[src/rtl/pwm_multi_if.sv]
// Duty-programming bus for pwm_multi: direct writes plus saturating +/-1 steps.
// The master side is the register/control logic; the PWM block is the slave.
interface pwm_multi_if #(
    parameter int NUM_CH = 4,
    parameter int CW     = 16,
    parameter int CHW    = (NUM_CH > 1) ? $clog2(NUM_CH) : 1
);
    logic           wr_en;
    logic [CHW-1:0] wr_ch;
    logic [CW-1:0]  wr_duty;
    logic           inc;
    logic           dec;
    logic [CHW-1:0] step_ch;

    modport master (output wr_en, wr_ch, wr_duty, inc, dec, step_ch);
    modport slave  (input  wr_en, wr_ch, wr_duty, inc, dec, step_ch);
endinterface

[src/rtl/pwm_multi.sv]
// Multi-channel PWM with a shared edge/center-aligned counter. Period, mode and
// duty are double-buffered and only take effect on a load (idle or period end).
module pwm_multi #(
    parameter int NUM_CH = 4,
    parameter int CW     = 16,
    parameter int CHW    = (NUM_CH > 1) ? $clog2(NUM_CH) : 1
) (
    input  logic              clk,
    input  logic              reset,
    input  logic              enable,
    input  logic              center_mode,
    input  logic [CW-1:0]     period,
    pwm_multi_if.slave        duty_bus,
    input  logic [NUM_CH-1:0] polarity,
    output logic [NUM_CH-1:0] pwm_out,
    output logic              period_start,
    output logic [CW-1:0]     cnt
);

    typedef enum logic {DIR_UP = 1'b0, DIR_DOWN = 1'b1} dir_e;

    logic [CW-1:0]     cnt_q, cnt_d;
    dir_e              dir_q, dir_d;
    logic [CW-1:0]     act_period_q;
    logic              act_mode_q;
    logic [CW-1:0]     act_duty_q    [NUM_CH];
    logic [CW-1:0]     shadow_duty_q [NUM_CH];
    logic [CW-1:0]     shadow_duty_d [NUM_CH];
    logic [NUM_CH-1:0] pwm_q, pwm_d;
    logic [NUM_CH-1:0] raw_s;
    logic              running_s;
    logic              term_s;
    logic              load_s;

    // Shadow duty update; an out-of-range index simply matches no channel.
    always_comb begin
        for (int i = 0; i < NUM_CH; i++) begin
            shadow_duty_d[i] = shadow_duty_q[i];
            if (duty_bus.wr_en && (int'(duty_bus.wr_ch) == i)) begin
                shadow_duty_d[i] = duty_bus.wr_duty;
            end else if ((int'(duty_bus.step_ch) == i) && duty_bus.inc && !duty_bus.dec
                         && (shadow_duty_q[i] != {CW{1'b1}})) begin
                shadow_duty_d[i] = shadow_duty_q[i] + CW'(1);
            end else if ((int'(duty_bus.step_ch) == i) && duty_bus.dec && !duty_bus.inc
                         && (shadow_duty_q[i] != {CW{1'b0}})) begin
                shadow_duty_d[i] = shadow_duty_q[i] - CW'(1);
            end else begin
                shadow_duty_d[i] = shadow_duty_q[i];
            end
        end
    end

    // Terminal-cycle detection for the active period and mode.
    always_comb begin
        running_s = enable && (act_period_q != {CW{1'b0}});
        if (act_mode_q) begin
            term_s = (dir_q == DIR_DOWN) && (cnt_q == CW'(1));
        end else begin
            term_s = (cnt_q == (act_period_q - CW'(1)));
        end
        load_s = !running_s || term_s;
    end

    // Counter/direction next state: restart on load, else count per mode.
    always_comb begin
        cnt_d = cnt_q;
        dir_d = dir_q;
        if (load_s) begin
            cnt_d = {CW{1'b0}};
            dir_d = DIR_UP;
        end else if (!act_mode_q) begin
            cnt_d = cnt_q + CW'(1);
        end else begin
            case (dir_q)
                DIR_UP: begin
                    cnt_d = cnt_q + CW'(1);
                    if ((cnt_q + CW'(1)) == act_period_q) begin
                        dir_d = DIR_DOWN;
                    end else begin
                        dir_d = DIR_UP;
                    end
                end
                DIR_DOWN: begin
                    cnt_d = cnt_q - CW'(1);
                    dir_d = DIR_DOWN;
                end
                default: begin
                    cnt_d = {CW{1'b0}};
                    dir_d = DIR_UP;
                end
            endcase
        end
    end

    // Per-channel compare; the down phase uses <= so center-mode pulses stay symmetric.
    always_comb begin
        for (int i = 0; i < NUM_CH; i++) begin
            if (dir_q == DIR_UP) begin
                raw_s[i] = (cnt_q < act_duty_q[i]);
            end else begin
                raw_s[i] = (cnt_q <= act_duty_q[i]);
            end
            if (running_s) begin
                pwm_d[i] = raw_s[i] ^ polarity[i];
            end else begin
                pwm_d[i] = polarity[i];
            end
        end
    end

    // State registers; active copies capture the pre-update shadow on load.
    always_ff @(posedge clk or posedge reset) begin
        if (reset) begin
            cnt_q        <= {CW{1'b0}};
            dir_q        <= DIR_UP;
            act_period_q <= {CW{1'b0}};
            act_mode_q   <= 1'b0;
            pwm_q        <= {NUM_CH{1'b0}};
            for (int i = 0; i < NUM_CH; i++) begin
                act_duty_q[i]    <= {CW{1'b0}};
                shadow_duty_q[i] <= {CW{1'b0}};
            end
        end else begin
            cnt_q <= cnt_d;
            dir_q <= dir_d;
            pwm_q <= pwm_d;
            for (int i = 0; i < NUM_CH; i++) begin
                shadow_duty_q[i] <= shadow_duty_d[i];
            end
            if (load_s) begin
                act_period_q <= period;
                act_mode_q   <= center_mode;
                for (int i = 0; i < NUM_CH; i++) begin
                    act_duty_q[i] <= shadow_duty_q[i];
                end
            end
        end
    end

    assign pwm_out      = pwm_q;
    assign cnt          = cnt_q;
    assign period_start = running_s && (cnt_q == {CW{1'b0}}) && (dir_q == DIR_UP);

endmodule

[src/flat_wrapper.sv]
// flat-port wrapper written by rule: the top's interface ports become plain ports
module pwm_multi_flat 
#(
    parameter int NUM_CH = 4,
    parameter int CW     = 16,
    parameter int CHW    = (NUM_CH > 1) ? $clog2(NUM_CH) : 1
)
  (clk, reset, enable, center_mode, period, polarity, pwm_out, period_start, cnt, duty_bus_wr_en, duty_bus_wr_ch, duty_bus_wr_duty, duty_bus_inc, duty_bus_dec, duty_bus_step_ch);
  pwm_multi_if #(.NUM_CH(NUM_CH), .CW(CW), .CHW(CHW)) duty_bus_i ();
  input  logic clk;
  input  logic reset;
  input  logic enable;
  input  logic center_mode;
  input  logic [CW-1:0] period;
  input  logic [NUM_CH-1:0] polarity;
  output logic [NUM_CH-1:0] pwm_out;
  output logic period_start;
  output logic [CW-1:0] cnt;
  input wire logic [$bits(duty_bus_i.wr_en)-1:0] duty_bus_wr_en;
  input wire logic [$bits(duty_bus_i.wr_ch)-1:0] duty_bus_wr_ch;
  input wire logic [$bits(duty_bus_i.wr_duty)-1:0] duty_bus_wr_duty;
  input wire logic [$bits(duty_bus_i.inc)-1:0] duty_bus_inc;
  input wire logic [$bits(duty_bus_i.dec)-1:0] duty_bus_dec;
  input wire logic [$bits(duty_bus_i.step_ch)-1:0] duty_bus_step_ch;
  assign duty_bus_i.wr_en = duty_bus_wr_en;
  assign duty_bus_i.wr_ch = duty_bus_wr_ch;
  assign duty_bus_i.wr_duty = duty_bus_wr_duty;
  assign duty_bus_i.inc = duty_bus_inc;
  assign duty_bus_i.dec = duty_bus_dec;
  assign duty_bus_i.step_ch = duty_bus_step_ch;
  pwm_multi #(.NUM_CH(NUM_CH), .CW(CW), .CHW(CHW)) u_core (.clk(clk), .reset(reset), .enable(enable), .center_mode(center_mode), .period(period), .duty_bus(duty_bus_i), .polarity(polarity), .pwm_out(pwm_out), .period_start(period_start), .cnt(cnt));
endmodule
[config.mk]
export PLATFORM = sky130hd
export DESIGN_NAME = pwm_multi_flat
export DESIGN_NICKNAME = d
export VERILOG_FILES = /design/src/rtl/pwm_multi_if.sv /design/src/rtl/pwm_multi.sv /design/src/flat_wrapper.sv
export SDC_FILE = /design/constraint.sdc
export NUM_CORES = 1
export LEC_CHECK = 0
export CORE_MARGIN = 3
export CORE_UTILIZATION = 56
export DETAILED_ROUTE_END_ITERATION = 7
export GPL_TIMING_DRIVEN = 0
export PLACE_DENSITY = 0.84
export SLEW_MARGIN = 40
export SYNTH_ARGS = -nofsm -noshare
export SYNTH_HDL_FRONTEND = slang
export SYNTH_SLANG_ARGS = --single-unit
[constraint.sdc]
create_clock -name clk -period 5.7 [get_ports clk]
set_input_delay 1.14 -clock clk [delete_from_list [all_inputs] [get_ports clk]]
set_output_delay 1.14 -clock clk [all_outputs]
set_load 0.005 [all_outputs]
==> summary.md, run 1 <==
| Metric | Value |
|---|---|
| Outcome | `completed` |
| Final Cell Area | `14,300 sq um` |
| Final net count | `1,603` |
| Critical Path Start Type | `primary input` |
| Met3 Usage GRT | `0.0472` |
| PwrDens | `approximately 460 nW/um^2` |
| Predominant post-synthesis flop cell | `dfrtp_1` |
| Antenna diodes | `0` |
| Max IR drop VDD | `0.269 mV` |
| Max Slew Vio Count | `0` |
| First-pass GRT wire length | `approximately 54,000 um` |
| Htree depth | `4` |
| Most crowded layer after global routing | `met2` |
| Slew HR | `0.397` |
| Fin cells | `between 1,500 and 2,000` |
| Synth Instances | `1,339` |
| Post-layout util | `0.649` |
| P_leak | `6.45 nW` |
| CTS clk-pin slew, worst paths | `0.08 ns` |
| DR WL/cell | `20.0 um` |
| TNS Setup | `0 ns` |
| Req. time, crit path | `6.06 ns` |
| Buffers on Ports | `67` |
| Final worst-path cycle share | `0.957` |
| Mapped Area | `approximately 13,000 sq um` |
| Share of post-route cells with drive strength above 1 | `0.0958` |
| Synth area leader | `dfrtp_1` |
| Flops & latches, synth | `between 150 and 200` |
| Total clock buffers created by CTS | `17` |
| All-Layer GR Usage | `0.282` |
| Crit-path cells | `clkdlybuf4s50_1 -> nor2b_1 -> o41ai_1 -> nor3_1 -> inv_1 -> ha_1 -> o21ai_0 -> o21a_1 -> o21ai_0 -> nand4_1 -> a31o_2 -> o21ai_0 -> mux2i_1 -> mux2i_1 -> o21ai_0` |
| Initial Util | `0.573` |
| R2r startpoint | `u_core.shadow_duty_q[32]` |
| FF-to-FF path depth | `14` |
| Min cycle time layout | `approximately 5.5 ns` |
| Final wirelength | `34,400 um` |
| Area after DPL | `13,700 sq um` |
| Critical Path AT | `5.82 ns` |
| Worst-Skew Late Latency | `0.44 ns` |
| Starting DRT DRC Count | `just under 700` |
| Critical path class | `primary input to flip-flop` |
| Hold_buf cts | `0` |
| Vias per cell | `6.25` |
| Top post-synthesis cells by area | `dfrtp_1, ha_1, xnor2_1, a21oi_1, mux2_2` |
| Final Skew | `0.0139 ns` |
| Unrepaired setup endpoints after global routing | `false` |
| R2r endpoint | `u_core.shadow_duty_q[47]` |
| Commonest non-fill, non-tap cells in the layout | `dfrtp_1, ha_1, nor2_1, a21oi_1, inv_1` |
| Most common cell after layout, fill and taps aside | `dfrtp_1` |
| Critical path depth | `15` |
| ANT nets after route | `0` |
| CTS Buffer Depth | `2` |
| Final Power | `6.49 mW` |
| IO Pins | `~70` |
| Worst Hold Class | `flip-flop to flip-flop` |
| Crit path buffers/inverters | `2` |
| Vias in the first global route | `10,539` |
| Gpl congestion | `0.895` |
| CORE AREA | `22,000 sq um` |
| Clk root buf | `clkbuf_16` |
| Sequential share of the synthesized area | `0.330` |
| Syn_area_per_cell | `around 9.4 sq um` |
| Die width | `156 um` |
| Synth-to-Final Area Change | `13.2%` |
| CP max stage delay | `0.72 ns` |
| Finish-stage setup viols | `0` |
| Crit path max fanout | `17` |
| Setup repair bufs after CTS | `0` |
| Distinct cells, synth | `66` |
| Met2 Use GR | `0.456` |
| Full die area | `between 20,000 and 25,000 sq um` |
| CP top delay family | `compound AO/OA/AOI/OAI gates` |
| WHS | `roughly 0.49 ns` |
| Gates resized, CTS repair | `0` |
| Post-synth EDFFs | `0` |
| Initial DRT Pass Iterations | `5` |
| Num Clock Sinks | `~170` |
| Highest Clock Rate | `183 MHz` |
| Antenna violations before repair | `0` |
| Setup crit start | `duty_bus_inc` |
| Post-route setup slack | `0.248 ns` |
| Hold Fails Final Rpt | `0` |
| Synthesized Nets | `1,515` |
| Post-placement worst setup slack | `-0.0504 ns` |
| GRT overflow | `0` |
| Critical Path Slowest Stage Cell | `nor2b_1` |
| GR met1 Demand/Resource | `0.367` |
| R2R Setup Slk | `1.31 ns` |
| Async SR Flop Fraction | `1.00` |
| Worst path most repeated cell | `o21ai_0` |
| Number of max-cap violations | `0` |
| Placed Cells | `approximately 1,700` |
| Num rows | `54` |
| Worst slew pin tran | `0.903 ns` |
| CTS tree | `built` |
| Crit path capture | `u_core.shadow_duty_q[63]` |
| Crit. End Element | `flip-flop` |
| Drt drc | `0` |
| Chip height | `156 um` |
| Via count | `roughly 11,000` |
| DP HPWL | `24,900 um` |
| Pin count of the biggest net entering global routing | `70` |
| Yosys top cell area share | `0.330` |
| WHS Path Cells | `1` |
| Synth warn | `0` |
## state kept, by name (all words and copies together), names as in the netlist
signal                flops
u_core.act_period_q      16
u_core.act_duty_q        64
u_core.act_mode_q         1
u_core.dir_q              1
u_core.pwm_out            4
u_core.cnt               16
u_core.shadow_duty_q     64
## per-layer routing
layer,part of all wire,wire [um],vias to the layer above
li1,-,-,5004
met1,0.41,14200,5159
met2,0.45,15600,470
met3,0.073,2510,122
met4,0.059,2020,0
met5,0,0,-
## kinds of logic after synthesis
| family | count (synthesis) | synth area share |
|---|---|---|
| muxes | 133 | 0.123 |
| buffers and inverters | 138 | 0.0483 |
| adders and majority gates | 129 | 0.131 |
| xor gates and xnor gates | 104 | 0.0723 |
| and+or+nand+nor | 376 | 0.149 |
| AOI/OAI and AO/OA | 293 | 0.146 |
| DFF | 166 | 0.330 |
## worst reg2reg max path, stage by stage, from the launching register on
cell and delay (ns):
dfrtp_1 0.33, clkbuf_1 0.33, nand4_1 0.16, o41ai_1 0.38, or2_2 0.41, ha_1 0.32
a211oi_1 0.31, o21ai_0 0.22, a221oi_1 0.49, a21oi_1 0.22, a211o_1 0.29, a21oi_1 0.19
mux2i_1 0.25, xor2_1 0.10, mux2_2 0.28
## final cells by class
class / instances / area, sq um
timing repair buffer: 69 / 726
buffer: 54 / 293
clock buffer: 18 / 429
sequential: 166 / 4150
fill: 1708 / 7710
multi-input combinational: 1035 / 7830
clock inverter: 14 / 148
inverter: 84 / 323
tap: 280 / 350
## cell usage after synthesis (39+ instances only)
master	instances
a21o_1	40
clkbuf_1	39
xnor2_1	71
mux2_2	43
nand2_1	68
inv_1	84
o21ai_0	57
dfrtp_1	166
mux2i_1	47
a21oi_1	113
nor2_1	113
ha_1	125
nand4_1	41
## worst min-delay path by stage
stage / from / end
after floorplan: u_core.act_duty_q[10] / u_core.act_duty_q[10]
after global placement: u_core.act_duty_q[14] / u_core.act_duty_q[14]
after detailed placement: u_core.act_duty_q[12] / u_core.act_duty_q[12]
after CTS: u_core.act_duty_q[12] / u_core.act_duty_q[12]
after global routing: u_core.act_duty_q[12] / u_core.act_duty_q[12]
final: u_core.act_duty_q[14] / u_core.act_duty_q[14]
## power by group
| group | switching, mW | leakage (nW) | internal (mW) | total, mW |
|---|---|---|---|---|
| Combinational | 1.62 | 4.25 | 1.56 | 3.17 |
| Sequential | 0.537 | 1.92 | 1.65 | 2.18 |
| Clock | 0.549 | 0.286 | 0.589 | 1.14 |
Power figures use the tool's default switching activity.
==> run 2, diff against run 1 <==
--- a/config.mk
+++ b/config.mk
@@ -10,7 +10,7 @@
 export DETAILED_ROUTE_END_ITERATION = 7
 export GPL_TIMING_DRIVEN = 0
 export PLACE_DENSITY = 0.84
-export SLEW_MARGIN = 40
+export SLEW_MARGIN = 20
 export SYNTH_ARGS = -nofsm -noshare
 export SYNTH_HDL_FRONTEND = slang
 export SYNTH_SLANG_ARGS = --single-unit
==> run 2 against run 1 <==
Compared with the run above:
- maximum frequency increased by 7.4%
- worst hold slack lost 0.0017 ns
- total power grew 0.21%
- sequential share of layout area barely moved
- first-iteration DRC count grew 12%
- highest routed layer unchanged
==> summary.md, run 2 (synthesized netlist as in run 1, its figures left out) <==
| Metric | Value |
|---|---|
| P_leak | `6.44 nW (was 6.45 nW)` |
| Combinational fraction of design power | `0.487 (was 0.489)` |
| Number of max-cap violations | `0 (unchanged)` |
| Setup repair bufs after CTS | `0 (unchanged)` |
| Total clock buffers created by CTS | `17 (unchanged)` |
| Critical path class | `primary input to flip-flop (unchanged)` |
| Die width | `156 um (unchanged)` |
| Pin count of the biggest net entering global routing | `98 (was 70)` |
| Final Skew | `0.0139 ns (about the same)` |
| Cell-internal power | `3.80 mW (was 3.79 mW)` |
| First-pass GRT wire length | `54,300 um (was 54,000 um)` |
| Filler cell count | `1,705 (was 1,708)` |
| Buffers on Ports | `67 (unchanged)` |
| Clk root buf | `clkbuf_16 (unchanged)` |
| Final Power | `6.51 mW (was 6.49 mW)` |
| All-Layer GR Usage | `0.284 (was 0.282)` |
| Commonest non-fill, non-tap cells in the layout | `dfrtp_1, ha_1, nor2_1, a21oi_1, inv_1 (unchanged)` |
| Worst slew pin tran | `0.699 ns (was 0.903 ns)` |
| Max IR drop VDD | `0.330 mV (was 0.269 mV)` |
| Leading registers by flop count | `u_core.act_duty_q (64), u_core.shadow_duty_q (64) (unchanged)` |
| Clock network fraction of total power | `0.177 (was 0.175)` |
| Critical Path Slowest Stage Cell | `or2_2 (was nor2b_1)` |
| Critical Path Start Type | `primary input (unchanged)` |
| Unrepaired setup endpoints after global routing | `false (unchanged)` |
| Vias in the first global route | `10,617 (was 10,539)` |
| Antenna diodes | `0 (unchanged)` |
| Share of post-route cells with drive strength above 1 | `0.0966 (was 0.0958)` |
| CTS tree | `built (unchanged)` |
| Max Slew Vio Count | `0 (unchanged)` |
| Worst Hold Class | `flip-flop to flip-flop (unchanged)` |
| Hold Fails Final Rpt | `0 (unchanged)` |
| Finish-stage setup viols | `0 (unchanged)` |
| ANT nets after route | `0 (unchanged)` |
| Drt drc | `0 (unchanged)` |
| Switching Share | `0.416 (about the same)` |
| P_sw | `2.71 mW (was 2.70 mW)` |
| Antenna violations before repair | `0 (unchanged)` |
| Initial DRT Pass Iterations | `5 (unchanged)` |
| Most common cell after layout, fill and taps aside | `dfrtp_1 (unchanged)` |
| Chip height | `156 um (unchanged)` |
| Req. time, crit path | `6.02 ns (was 6.06 ns)` |
| DP HPWL | `24,700 um (was 24,900 um)` |
| Placed Cells | `1,687 (was 1,688)` |
| Crit-path cells | `clkdlybuf4s50_1 -> nor2b_2 -> o41ai_1 -> or2_2 -> ha_1 -> a211oi_1 -> o21ai_0 -> a221oi_1 -> a21oi_1 -> a211o_1 -> a21oi_1 -> mux2i_1 -> xor2_1 -> mux2_2 (was clkdlybuf4s50_1 -> nor2b_1 -> o41ai_1 -> nor3_1 -> inv_1 -> ha_1 -> o21ai_0 -> o21a_1 -> o21ai_0 -> nand4_1 -> a31o_2 -> o21ai_0 -> mux2i_1 -> mux2i_1 -> o21ai_0)` |
| Gpl congestion | `0.895 (unchanged)` |
| Synth-to-Final Area Change | `13.1% (was 13.2%)` |
| Vias per cell | `6.23 (was 6.25)` |
| Footprint of the multi-input gates | `7830 sq um (about the same)` |
| GRT overflow | `0 (unchanged)` |
| Sequential power share | `0.336 (about the same)` |
| Min cycle time layout | `5.08 ns (was 5.45 ns)` |
| DR WL/cell | `20.0 um (about the same)` |
| Crit path max fanout | `17 (unchanged)` |
| Area after DPL | `13,600 sq um (was 13,700 sq um)` |
| Critical Path AT | `5.39 ns (was 5.82 ns)` |
| Final wirelength | `34,300 um (was 34,400 um)` |
| Num rows | `54 (unchanged)` |
| Via count | `10,706 (was 10,755)` |
| Worst-Skew Late Latency | `0.44 ns (about the same)` |
| Num Clock Sinks | `166 (unchanged)` |
| Final Cell Area | `14,200 sq um (was 14,300 sq um)` |
| Worst path most repeated cell | `a21oi_1 (was o21ai_0)` |
| Highest Clock Rate | `197 MHz (was 183 MHz)` |
| Full die area | `24,300 sq um (unchanged)` |
| Final net count | `1,602 (was 1,603)` |
| Htree depth | `4 (unchanged)` |
| Outcome | `completed (unchanged)` |
| Starting DRT DRC Count | `757 (was 678)` |
| Crit. End Element | `flip-flop (unchanged)` |
| Initial Util | `0.573 (unchanged)` |
| PwrDens | `457 nW/um^2 (was 456 nW/um^2)` |
| CP top delay family | `compound AO/OA/AOI/OAI gates (unchanged)` |
| Sequential cell area | `4150 sq um (unchanged)` |
| Slew HR | `0.534 (was 0.397)` |
| Fin cells | `1,719 (was 1,720)` |
| CP max stage delay | `0.48 ns (was 0.72 ns)` |
| CTS Buffer Depth | `2 (unchanged)` |
| IO Pins | `68 (unchanged)` |
| CTS clk-pin slew, worst paths | `0.07 ns (was 0.08 ns)` |
| CORE AREA | `22,000 sq um (unchanged)` |
| Crit path buffers/inverters | `1 (was 2)` |
| Final worst-path cycle share | `0.891 (was 0.957)` |
-- run 2: changes by cell type in the layout (fill, tap and decap cells not counted), sizes merged --
cell / previous run / this run
clkinv: 3 / 4
inv: 95 / 93
buf: 17 / 16
clkinvlp: 0 / 1
-- run 2: cell type report --
cell class | count | share of cell area
multi-input cells | 1035 | 0.550
flip-flops and latches | 166 | 0.292
repair buffers | 68 | 0.0490
clock buffers | 18 | 0.0308
well taps | 280 | 0.0246
inverters | 84 | 0.0227
plain buffers | 54 | 0.0206
clock inverters | 14 | 0.0106
-- run 2: through the flow --
step | utilization | setup TNS (ns) | hold WS (ns) | setup WS, ns
floorplan | - | 0 | 0.458 | 0.0700
global placement | 0.620 | -326.42 | 0.467 | -1.98
detailed placement | 0.621 | -0.0257 | 0.476 | -0.0257
CTS | 0.648 | 0 | 0.490 | 0.356
global route | 0.648 | 0 | 0.501 | 0.269
finish | 0.648 | 0 | 0.485 | 0.623
-- run 2: final timing paths --
path                            slack [ns]                     start                       end  depth (start not counted)
worst min-delay path                  0.49     u_core.act_duty_q[14]     u_core.act_duty_q[14]                          1
max in group asynchronous             3.72                     reset  u_core.shadow_duty_q[55]                          3
worst max-delay path                  0.62              duty_bus_inc  u_core.shadow_duty_q[47]                         14
worst max register to register        1.33  u_core.shadow_duty_q[32]  u_core.shadow_duty_q[47]                         14
min in group asynchronous             1.15                     reset             u_core.cnt[4]                          2
worst min register to register        0.49     u_core.act_duty_q[14]     u_core.act_duty_q[14]                          1
-- run 2: what timing repair did --
item	in CTS	in global routing
hold buffers	0	0
endpoints found under the setup margin	0	1
endpoints found under the hold margin	0	0
gates resized for setup	0	1
-- run 2: metal layers --
metal / GRT usage / up-vias / share of wire
li1: - / 5007 / -
met4: 0.149 / 0 / 0.057
met3: 0.0458 / 112 / 0.075
met5: 0 / - / 0
met2: 0.455 / 488 / 0.45
met1: 0.374 / 5099 / 0.42
-- run 2: worst reg2reg max path, stage by stage (launching register included) --
cell,delay [ns]
dfrtp_1,0.34
clkbuf_1,0.31
nand4_1,0.17
o41ai_1,0.38
or2_2,0.41
ha_1,0.32
a211oi_1,0.32
o21ai_0,0.23
a221oi_1,0.47
a21oi_1,0.21
a211o_1,0.28
a21oi_1,0.19
mux2i_1,0.24
xor2_1,0.10
mux2_2,0.28
-- run 2: power groups by stage --
stage / registers (mW) / clock network [mW] / logic [mW]
after global placement: 2.14 / 0 / 2.96
after CTS: 2.17 / 1.16 / 3.15
after detailed placement: 2.18 / 0 / 3.11
final: 2.19 / 1.15 / 3.17
after floorplan: 1.99 / 0 / 2.52
after global routing: 2.24 / 1.21 / 3.55
